## config.mk

```make
export PLATFORM = sky130hd
export DESIGN_NAME = mem_port_arbiter
export DESIGN_NICKNAME = d
export VERILOG_FILES = /design/src/rtl/mem_port_arbiter.sv
export SDC_FILE = /design/constraint.sdc
export NUM_CORES = 1
export LEC_CHECK = 0
export ABC_AREA = 1
export CAP_MARGIN = 20
export CELL_PAD_IN_SITES_DETAIL_PLACEMENT = 0
export CELL_PAD_IN_SITES_GLOBAL_PLACEMENT = 1
export CORE_MARGIN = 8
export CORE_UTILIZATION = 29
export DETAILED_ROUTE_END_ITERATION = 12
export PLACE_DENSITY = 0.89
export SYNTH_ARGS = -nofsm -noshare
export SYNTH_HDL_FRONTEND = slang
export SYNTH_SLANG_ARGS = --single-unit
```

## constraint.sdc

```tcl
create_clock -name clk_i -period 5.35 [get_ports clk_i]
set_input_delay 0.535 -clock clk_i [delete_from_list [all_inputs] [get_ports clk_i]]
set_output_delay 0.535 -clock clk_i [all_outputs]
set_load 0.01 [all_outputs]
```

## src/rtl/mem_port_arbiter.sv

```systemverilog
// Shared backing-memory port arbiter: fetch refill vs. load/store, one transaction in flight.
// Optional `ARB_PERF_CNT_EN adds grant and conflict-cycle performance counters.
module mem_port_arbiter #(
    parameter int unsigned ADDR_W       = 32,
    parameter int unsigned DATA_W       = 32,
    parameter int unsigned STARVE_LIMIT = 4
) (
    input  logic                clk_i,
    input  logic                reset_i,
    // Fetch side
    input  logic                if_req_i,
    input  logic [ADDR_W-1:0]   if_addr_i,
    output logic                if_ready_o,
    output logic                if_rvalid_o,
    output logic [DATA_W-1:0]   if_rdata_o,
    // Load/store side
    input  logic                ls_req_i,
    input  logic                ls_we_i,
    input  logic [ADDR_W-1:0]   ls_addr_i,
    input  logic [DATA_W-1:0]   ls_wdata_i,
    input  logic [DATA_W/8-1:0] ls_be_i,
    output logic                ls_ready_o,
    output logic                ls_rvalid_o,
    output logic [DATA_W-1:0]   ls_rdata_o,
    // Memory side
    output logic                mem_req_o,
    output logic                mem_we_o,
    output logic [ADDR_W-1:0]   mem_addr_o,
    output logic [DATA_W-1:0]   mem_wdata_o,
    output logic [DATA_W/8-1:0] mem_be_o,
    input  logic                mem_ready_i,
    input  logic                mem_rvalid_i,
    input  logic [DATA_W-1:0]   mem_rdata_i
`ifdef ARB_PERF_CNT_EN
    ,
    output logic [31:0]         perf_if_grants_o,
    output logic [31:0]         perf_ls_grants_o,
    output logic [31:0]         perf_conflict_cycles_o
`endif
);

    localparam int unsigned BE_W  = DATA_W / 8;
    localparam int unsigned CNT_W = (STARVE_LIMIT > 0) ? $clog2(STARVE_LIMIT + 1) : 1;
    localparam logic [CNT_W-1:0] CNT_MAX   = CNT_W'(STARVE_LIMIT);
    localparam bit               STARVE_EN = (STARVE_LIMIT > 0);

    typedef enum logic [1:0] {StIdle, StIssue, StResp} state_e;

    state_e             state_q, state_d;
    logic [CNT_W-1:0]   starve_q, starve_d;
    logic               owner_ls_q, owner_ls_d;
    logic               req_we_q, req_we_d;
    logic [ADDR_W-1:0]  req_addr_q, req_addr_d;
    logic [DATA_W-1:0]  req_wdata_q, req_wdata_d;
    logic [BE_W-1:0]    req_be_q, req_be_d;
    logic               if_rvalid_q, if_rvalid_d;
    logic               ls_rvalid_q, ls_rvalid_d;
    logic [DATA_W-1:0]  if_rdata_q, if_rdata_d;
    logic [DATA_W-1:0]  ls_rdata_q, ls_rdata_d;

    logic starve_force;
    logic fetch_wins;
    logic if_grant;
    logic ls_grant;

    // Fetch is forced through only once the data side has won STARVE_LIMIT times in a row.
    assign starve_force = STARVE_EN && (starve_q == CNT_MAX);
    assign fetch_wins   = if_req_i && (!ls_req_i || starve_force);

    always_comb begin
        state_d     = state_q;
        starve_d    = starve_q;
        owner_ls_d  = owner_ls_q;
        req_we_d    = req_we_q;
        req_addr_d  = req_addr_q;
        req_wdata_d = req_wdata_q;
        req_be_d    = req_be_q;
        if_rvalid_d = 1'b0;
        ls_rvalid_d = 1'b0;
        if_rdata_d  = if_rdata_q;
        ls_rdata_d  = ls_rdata_q;
        if_grant    = 1'b0;
        ls_grant    = 1'b0;

        unique case (state_q)
            StIdle: begin
                if (if_req_i || ls_req_i) begin
                    state_d = StIssue;
                    if (fetch_wins) begin
                        if_grant    = 1'b1;
                        owner_ls_d  = 1'b0;
                        req_we_d    = 1'b0;
                        req_addr_d  = if_addr_i;
                        req_wdata_d = '0;
                        req_be_d    = '1;
                        starve_d    = '0;
                    end else begin
                        ls_grant    = 1'b1;
                        owner_ls_d  = 1'b1;
                        req_we_d    = ls_we_i;
                        req_addr_d  = ls_addr_i;
                        req_wdata_d = ls_wdata_i;
                        req_be_d    = ls_be_i;
                        if (if_req_i && (starve_q != CNT_MAX)) begin
                            starve_d = starve_q + CNT_W'(1);
                        end
                    end
                end
            end
            StIssue: begin
                if (mem_ready_i) begin
                    state_d = req_we_q ? StIdle : StResp;
                end
            end
            StResp: begin
                if (mem_rvalid_i) begin
                    state_d = StIdle;
                    if (owner_ls_q) begin
                        ls_rvalid_d = 1'b1;
                        ls_rdata_d  = mem_rdata_i;
                    end else begin
                        if_rvalid_d = 1'b1;
                        if_rdata_d  = mem_rdata_i;
                    end
                end
            end
            default: state_d = StIdle;
        endcase
    end

    always_ff @(posedge clk_i or posedge reset_i) begin
        if (reset_i) begin
            state_q     <= StIdle;
            starve_q    <= '0;
            owner_ls_q  <= 1'b0;
            req_we_q    <= 1'b0;
            req_addr_q  <= '0;
            req_wdata_q <= '0;
            req_be_q    <= '0;
            if_rvalid_q <= 1'b0;
            ls_rvalid_q <= 1'b0;
            if_rdata_q  <= '0;
            ls_rdata_q  <= '0;
        end else begin
            state_q     <= state_d;
            starve_q    <= starve_d;
            owner_ls_q  <= owner_ls_d;
            req_we_q    <= req_we_d;
            req_addr_q  <= req_addr_d;
            req_wdata_q <= req_wdata_d;
            req_be_q    <= req_be_d;
            if_rvalid_q <= if_rvalid_d;
            ls_rvalid_q <= ls_rvalid_d;
            if_rdata_q  <= if_rdata_d;
            ls_rdata_q  <= ls_rdata_d;
        end
    end

    // Grants are combinational from IDLE, so mask them while reset is held.
    assign if_ready_o  = if_grant && !reset_i;
    assign ls_ready_o  = ls_grant && !reset_i;
    assign if_rvalid_o = if_rvalid_q;
    assign ls_rvalid_o = ls_rvalid_q;
    assign if_rdata_o  = if_rdata_q;
    assign ls_rdata_o  = ls_rdata_q;

    assign mem_req_o   = (state_q == StIssue) && !reset_i;
    assign mem_we_o    = req_we_q;
    assign mem_addr_o  = req_addr_q;
    assign mem_wdata_o = req_wdata_q;
    assign mem_be_o    = req_be_q;

`ifdef ARB_PERF_CNT_EN
    logic [31:0] perf_if_q, perf_ls_q, perf_conflict_q;

    always_ff @(posedge clk_i or posedge reset_i) begin
        if (reset_i) begin
            perf_if_q       <= '0;
            perf_ls_q       <= '0;
            perf_conflict_q <= '0;
        end else begin
            if (if_grant) perf_if_q <= perf_if_q + 32'd1;
            if (ls_grant) perf_ls_q <= perf_ls_q + 32'd1;
            if ((state_q == StIdle) && if_req_i && ls_req_i) begin
                perf_conflict_q <= perf_conflict_q + 32'd1;
            end
        end
    end

    assign perf_if_grants_o       = perf_if_q;
    assign perf_ls_grants_o       = perf_ls_q;
    assign perf_conflict_cycles_o = perf_conflict_q;
`endif

endmodule

```

==> results of run 1 <==
==> critical path: cells and delay by family <==
| kind | cells | cell delay (ps) |
|---|---|---|
| buffers and inverters | 2 | 1090 |
| and+or+nand+nor | 4 | 1140 |
==> layout make-up <==
class                      count  area (sq um)  area share, %
sequential                   141          3530           36.5
multi-input combinational    434          1910           19.7
inverter                     108           410           4.24
clock buffer                  19           443           4.58
tap                          275           344           3.56
clock inverter                13           200           2.07
timing repair buffer         284          2840           29.3
==> cells in the mapped netlist, types with 2 or more instances <==
cell / n
sky130_fd_sc_hd__o21ai_0: 65
sky130_fd_sc_hd__nand2_2: 2
sky130_fd_sc_hd__buf_4: 5
sky130_fd_sc_hd__dfrtp_1: 141
sky130_fd_sc_hd__o21ai_1: 2
sky130_fd_sc_hd__nor2_1: 17
sky130_fd_sc_hd__nand3_1: 101
sky130_fd_sc_hd__ha_1: 2
sky130_fd_sc_hd__buf_2: 21
sky130_fd_sc_hd__nand2_1: 239
sky130_fd_sc_hd__buf_1: 2
sky130_fd_sc_hd__inv_2: 3
sky130_fd_sc_hd__clkbuf_2: 4
sky130_fd_sc_hd__inv_1: 105
sky130_fd_sc_hd__clkbuf_1: 9
==> through the flow <==
stage | instances | power, mW | cell area [sq um]
6_report | 1274 | 5.38 | 9670
5_1_grt | 1274 | 5.77 | 9670
4_1_cts | 1274 | 5.45 | 9670
3_5_place_dp | 1242 | 4.12 | 9030
3_3_place_gp | 1241 | 4.08 | 9010
2_1_floorplan | 725 | 2.81 | 6050
==> state kept, by name, summed over array words and instances, names as in the netlist <==
signal and count:
if_rdata_o 32, ls_rdata_o 32, mem_addr_o 32, mem_wdata_o 32, mem_be_o 4, starve_q 3
state_q 2, if_rvalid_o 1, ls_rvalid_o 1, mem_we_o 1, owner_ls_q 1
==> logic make-up (layout without fill, tap and decap cells) <==
kind of cell | after synthesis | in the layout | share of synthesized area [%]
buffers and inverters | 150 | 424 | 10.3
AOI/OAI and AO/OA | 67 | 67 | 5.55
adders and majority gates | 2 | 2 | 0.414
DFF | 141 | 141 | 58.4
and+or+nand+nor | 364 | 364 | 25.3
xor gates and xnor gates | 1 | 1 | 0.145
==> metal layers <==
| metal | share of wire, % | wire (microns) | vias to the layer above |
|---|---|---|---|
| li1 | - | - | 2752 |
| met2 | 43 | 8230 | 258 |
| met3 | 11 | 2090 | 22 |
| met4 | 1.6 | 299 | 4 |
| met5 | 0.15 | 28 | - |
| met1 | 45 | 8600 | 2534 |
==> worst min path at each step <==
stage                                  endpoint  slack, ps                        start
global placement    mem_wdata_o[15]$_DFFE_PP0P_        460  mem_wdata_o[15]$_DFFE_PP0P_
global route          mem_addr_o[2]$_DFFE_PP0P_        500    mem_addr_o[2]$_DFFE_PP0P_
detailed placement   mem_wdata_o[0]$_DFFE_PP0P_        460   mem_wdata_o[0]$_DFFE_PP0P_
floorplan               starve_q[2]$_DFFE_PP0P_        490      starve_q[2]$_DFFE_PP0P_
CTS                  mem_wdata_o[0]$_DFFE_PP0P_        480   mem_wdata_o[0]$_DFFE_PP0P_
finish               mem_wdata_o[0]$_DFFE_PP0P_        480   mem_wdata_o[0]$_DFFE_PP0P_
==> layout by cell type, fill, tap and decap left out, types with 4 or more instances in the layout <==
| cell | netlist | routed |
|---|---|---|
| sky130_fd_sc_hd__clkdlybuf4s50_1 | 0 | 276 |
| sky130_fd_sc_hd__nand2_1 | 239 | 238 |
| sky130_fd_sc_hd__dfrtp_1 | 141 | 141 |
| sky130_fd_sc_hd__inv_1 | 105 | 104 |
| sky130_fd_sc_hd__nand3_1 | 101 | 99 |
| sky130_fd_sc_hd__o21ai_0 | 65 | 65 |
| sky130_fd_sc_hd__nor2_1 | 17 | 17 |
| sky130_fd_sc_hd__clkbuf_16 | 0 | 17 |
| sky130_fd_sc_hd__inv_6 | 0 | 8 |
| sky130_fd_sc_hd__buf_4 | 5 | 7 |
| sky130_fd_sc_hd__bufinv_16 | 0 | 4 |
==> power breakdown <==
part | internal [mW] | switching [mW]
clock | 0.808 | 0.490
combinational | 1.16 | 1.09
sequential | 1.56 | 0.277
total | 3.52 | 1.85
==> results.txt, run 1 <==
----------------------------------------------------
[Status]
  Status ... finished clean

[Clocking]
  Maximum number of buffers from clock root to sink ... 2
  CTS root buffer ... sky130_fd_sc_hd__clkbuf_16
  Clock tree from TritonCTS ... yes
  Clock transition at path regs ... 60 ps
  Number of buffers inserted by post-CTS setup repair ... 0
  Number of buffers created by CTS ... 17
  Cts hold-fix bufs ... 0
  Number of gates resized after cts ... 0
  Clock net sink count ... 141
  Worst-skew pair later-pin latency ... 420 ps
  Htree depth ... 4

[Die]
  Vertical extent of the die ... 160 microns
  Placement Rows ... 53
  Number of I/O pins ... 277
  Initial standard-cell utilization of the core ... 29.1%
  Placeable core region ... 20,800 sq um
  Horizontal die dimension ... 160 microns
  Die area ... 25,700 sq um

[Global route]
  Vias in the first global route ... 5,832
  GR Layer Usage met1 ... 19.8%
  Initial antenna violation count ... 2
  Global routing's busiest layer ... met2
  Total global routing track utilization ... 15.4%
  First-pass GRT wire length ... 31,900 microns
  Largest net degree at the start of global routing ... 72
  Congestion Overflow GR ... 0
  Met3 Usage GRT ... 6.83%
  Met2 Usage GRT ... 22.5%

[Yosys]
  Proportion of synthesized chip area in sequential cells ... 58.4%
  EDFF count, synth ... 0
  Post-synth cell types ... 22
  Number of warnings reported in the yosys synthesis log ... 0
  Cell count after synthesis ... 725
  Post-synth net total ... 866
  Flop and latch count out of synthesis ... 141
  Main flop type after synthesis ... sky130_fd_sc_hd__dfrtp_1
  Average cell area after synthesis ... 8.34 sq um
  Largest cells by area after synthesis ... sky130_fd_sc_hd__dfrtp_1 58%, sky130_fd_sc_hd__nand2_1 15%, sky130_fd_sc_hd__nand3_1 8.4%
  Top-area cell type share of the netlist area ... 58.4%
  Mapped cell area ... 6050 sq um
  Proportion of register bits with asynchronous set or reset after synthesis ... 100%
  Library cell occupying the most area in the post-synthesis netlist ... sky130_fd_sc_hd__dfrtp_1

[Layout]
  Layout cells sized above 1 ... 5.11%
  Final antenna diode count ... 0
  Finished Core Util ... 46.6%
  Final-layout fill cell count ... 2,022
  Number of nets in the final layout ... 1,127
  Layout Area Growth over Synthesis ... 60.0%

[Place]
  Worst slack after detailed placement ... 2040 ps
  Port bufs ... 276
  Final weighted congestion in routability-driven placement ... 0.776
  Detail Placement HPWL ... 14,000 microns

[Critical path]
  Startpoint type of the worst setup path ... input port
  Critical-path maximum fanout ... 34
  Critical Path Start ... ls_req_i
  Maximum single-stage delay on the critical path ... 550 ps
  Worst path cell trace ... clkdlybuf4s50_1 > nand2_2 > nand2_2 > nand2_1 > nor2_1 > clkdlybuf4s50_1
  Arrival time worst endpoint ... 2760 ps
  Reg-to-reg startpoint ... state_q[0]$_DFFE_PP0P_
  Worst Setup EP ... ls_ready_o
  Endpoint required time on the critical path ... 4820 ps
  Library cell contributing the largest single delay on the critical path ... sky130_fd_sc_hd__clkdlybuf4s50_1
  Minimum setup slack among reg-to-reg paths ... 2900 ps
  Sort of element at the end of the critical path ... output port
  End of the worst register-to-register path ... mem_wdata_o[20]$_DFFE_PP0P_
  Critical path type ... input port to output port
  Worst-case reg-to-reg path depth ... 8

[Power and ir drop]
  Highest ir drop seen on vdd ... 0.189 mV
  Leakage power ... 4.81 nW
  Power per cell area ... 556 nW/um^2

[Timing]
  Worst Clk Skew ... 9.14 ps
  Max-slew headroom ... 46.9%
  Finish-stage setup viols ... 0
  Max Fclk ... 303 MHz
  Final number of hold-violating endpoints ... 0
  Final period demand of the worst path ... 3300 ps
  Period utilization ... 61.7%
  Number of pins with negative max-slew slack in the final report ... 0
  RSZ-0062 raised after global routing ... false
  Worst Slack Setup Final ... 2050 ps
  Measured slew at the worst slew-check pin ... 797 ps
  Setup TNS Final ... 0 ps
  Worst Hold Slack ... 478 ps

[Min path]
  Hold path cells ... 2
  Type of the most critical hold path ... register to register

[Routing]
  Remaining design rule violation count ... 0
  Wire length per cell after detailed routing ... 15.1 microns
  First-pass detailed-route iteration total ... 5
  Vias per std cell ... 4.37
  DRT Wirelength ... 19,300 microns
  Post-detailed-route count of antenna-violating nets ... 0
  First DRT Iteration DRCs ... 331
  Via count ... 5,570

[Flow run]
  MaxCap Viol Count ... 0

----------------------------------------------------
Note: power is estimated with default switching activity, not from simulation.
==> run 2: changes to the inputs <==
--- a/config.mk
+++ b/config.mk
@@ -10,9 +10,9 @@
 export CELL_PAD_IN_SITES_DETAIL_PLACEMENT = 0
 export CELL_PAD_IN_SITES_GLOBAL_PLACEMENT = 1
 export CORE_MARGIN = 8
-export CORE_UTILIZATION = 29
+export CORE_UTILIZATION = 26
 export DETAILED_ROUTE_END_ITERATION = 12
-export PLACE_DENSITY = 0.89
+export PLACE_DENSITY = 0.84
 export SYNTH_ARGS = -nofsm -noshare
 export SYNTH_HDL_FRONTEND = slang
 export SYNTH_SLANG_ARGS = --single-unit
==> constraint.sdc (replaced) <==
create_clock -name clk_i -period 2.66 [get_ports clk_i]
set_input_delay 0.266 -clock clk_i [delete_from_list [all_inputs] [get_ports clk_i]]
set_output_delay 0.266 -clock clk_i [all_outputs]
set_load 0.01 [all_outputs]
==> run 2 against run 1 <==
Compared with the run above: clock-buffer cell count decreased by 2; global-route usage fell by 1.2 points; core utilization is 4.5 points lower; routed wire length rose by 4.5%; via count decreased by 1.4%; clock skew is 2.0 ps lower; register-to-register slack lost 2100 ps; hold slack got worse by 75 ps; largest power group unchanged; critical path type is now register to output port; critical endpoint unchanged.
==> results.txt, run 2 (synthesized netlist as in run 1, its figures left out) <==
----------------------------------------------------
[Global route]
  Total global routing track utilization ... 14.1%
  Congestion Overflow GR ... 0
  Initial antenna violation count ... 1
  Largest net degree at the start of global routing ... 66
  Vias in the first global route ... 5,638
  First-pass GRT wire length ... 31,600 microns

[Power and ir drop]
  Sequential share of power ... 34.4%
  Internal Pwr Total ... 7.00 mW
  Combinational share of power ... 42.7%
  Switching component of the power ... 3.75 mW
  Leakage power ... 4.81 nW
  Clk network pwr share ... 22.9%
  Power per cell area ... 1100 nW/um^2
  Highest ir drop seen on vdd ... 0.380 mV
  Switch share ... 34.9%

[Timing]
  Number of pins with negative max-slew slack in the final report ... 0
  Final number of hold-violating endpoints ... 0
  Period utilization ... 89.4%
  Measured slew at the worst slew-check pin ... 686 ps
  Worst Hold Slack ... 403 ps
  Max-slew headroom ... 54.2%
  Setup TNS Final ... 0 ps
  Worst Clk Skew ... 7.12 ps
  Max Fclk ... 420 MHz
  RSZ-0062 raised after global routing ... false
  Finish-stage setup viols ... 0
  Final period demand of the worst path ... 2380 ps

[Routing]
  Wire length per cell after detailed routing ... 15.6 microns
  Vias per std cell ... 4.25
  Via count ... 5,491
  DRT Wirelength ... 20,100 microns
  First-pass detailed-route iteration total ... 5
  Remaining design rule violation count ... 0
  Post-detailed-route count of antenna-violating nets ... 0
  First DRT Iteration DRCs ... 391

[Clocking]
  Cts hold-fix bufs ... 0
  Number of gates resized after cts ... 0
  Clock tree from TritonCTS ... yes
  Htree depth ... 4
  Clock transition at path regs ... 60 ps
  Number of buffers inserted by post-CTS setup repair ... 0
  CTS root buffer ... sky130_fd_sc_hd__clkbuf_16
  Clock net sink count ... 141
  Worst-skew pair later-pin latency ... 410 ps
  Number of buffers created by CTS ... 17
  Maximum number of buffers from clock root to sink ... 2

[Layout]
  Layout cells sized above 1 ... 5.58%
  Number of nets in the final layout ... 1,132
  Most used cells in the layout excluding fill and tap cells ... 276 x sky130_fd_sc_hd__clkdlybuf4s50_1, 238 x sky130_fd_sc_hd__nand2_1, 141 x sky130_fd_sc_hd__dfrtp_1
  Final antenna diode count ... 0
  Final non-filler cell total ... 1,293
  Layout Area Growth over Synthesis ... 60.9%
  Most common cell after layout, fill and taps aside ... sky130_fd_sc_hd__clkdlybuf4s50_1

[Status]
  Status ... finished clean

[Place]
  Placed Cells incl. Taps ... 1,262
  Port bufs ... 276
  Detail Placement HPWL ... 14,700 microns
  Final weighted congestion in routability-driven placement ... 0.785

[Die]
  Horizontal die dimension ... 168 microns
  Number of I/O pins ... 277
  Initial standard-cell utilization of the core ... 26.1%
  Placeable core region ... 23,100 sq um
  Vertical extent of the die ... 168 microns
  Placement Rows ... 56
  Die area ... 28,400 sq um

[Critical path]
  Worst path cell trace ... inv_1 > ha_1 > nand2_1 > nand2_2 > nand2_2 > nand2_1 > nor2_1 > clkdlybuf4s50_1
  Sort of element at the end of the critical path ... output port
  Critical path type ... register to output port
  Critical-path maximum fanout ... 6
  Maximum single-stage delay on the critical path ... 580 ps
  Library cell contributing the largest single delay on the critical path ... sky130_fd_sc_hd__clkdlybuf4s50_1
  Endpoint required time on the critical path ... 2390 ps
  Arrival time worst endpoint ... 2110 ps
  Startpoint type of the worst setup path ... register

[Min path]
  Type of the most critical hold path ... input port to register

[Flow run]
  MaxCap Viol Count ... 0

----------------------------------------------------
## run 2: area by class of cell
| type | count | area, sq um |
|---|---|---|
| Clock buffer | 17 | 425 |
| Clock inverter | 14 | 183 |
| Fill cell | 2312 | 13400 |
| Inverter | 108 | 409 |
| Multi-Input combinational cell | 434 | 1910 |
| Sequential cell | 141 | 3530 |
| Tap cell | 290 | 363 |
| Timing Repair Buffer | 289 | 2910 |
## run 2: worst paths after layout
kind                                           startpoint                     endpoint  slack [ps]  depth (start not counted)
worst min-delay path                       ls_wdata_i[23]  mem_wdata_o[23]$_DFFE_PP0P_         400                          3
worst max-delay path              starve_q[0]$_DFFE_PP0P_                   ls_ready_o         280                          8
worst min register to register  mem_addr_o[5]$_DFFE_PP0P_    mem_addr_o[5]$_DFFE_PP0P_         470                          2
min in group asynchronous                         reset_i      mem_be_o[0]$_DFFE_PP0P_         410                          2
max in group asynchronous                         reset_i    mem_addr_o[1]$_DFFE_PP0P_        1590                          3
worst max register to register     state_q[0]$_DFFE_PP0P_  mem_wdata_o[19]$_DFFE_PP0P_         840                          7
## run 2: power by group through the flow
| stage | clock network, mW | logic [mW] | registers, mW |
|---|---|---|---|
| detailed placement | 0 | 4.67 | 3.71 |
| global route | 2.65 | 5.07 | 3.82 |
| finish | 2.47 | 4.59 | 3.70 |
| global placement | 0 | 4.62 | 3.70 |
| CTS | 2.55 | 4.68 | 3.70 |
| floorplan | 0 | 1.53 | 4.11 |
## run 2: metrics by stage
step / instance area [sq um] / power, mW / setup WS [ps] / utilization, %
after floorplan: 6050 / 5.64 / 631 / -
after global placement: 9120 / 8.32 / 389 / 39.4
after detailed placement: 9120 / 8.39 / 381 / 39.4
after CTS: 9730 / 10.9 / 251 / 42.1
after global routing: 9730 / 11.5 / 129 / 42.1
final: 9730 / 10.7 / 281 / 42.1
## run 2: layer usage
metal | share of wire [%] | global-route usage [%]
met4 | 1.2 | 3.61
met1 | 44 | 17.9
met3 | 11 | 6.78
met2 | 44 | 21.3
met5 | 0.075 | 0
## run 2: critical path: cells and delay by family (launching register included)
kind                       cells  cell delay (ps)
and+or+nand+nor                5              500
DFF                            1              350
buffers and inverters          2              650
adders and majority gates      1              200
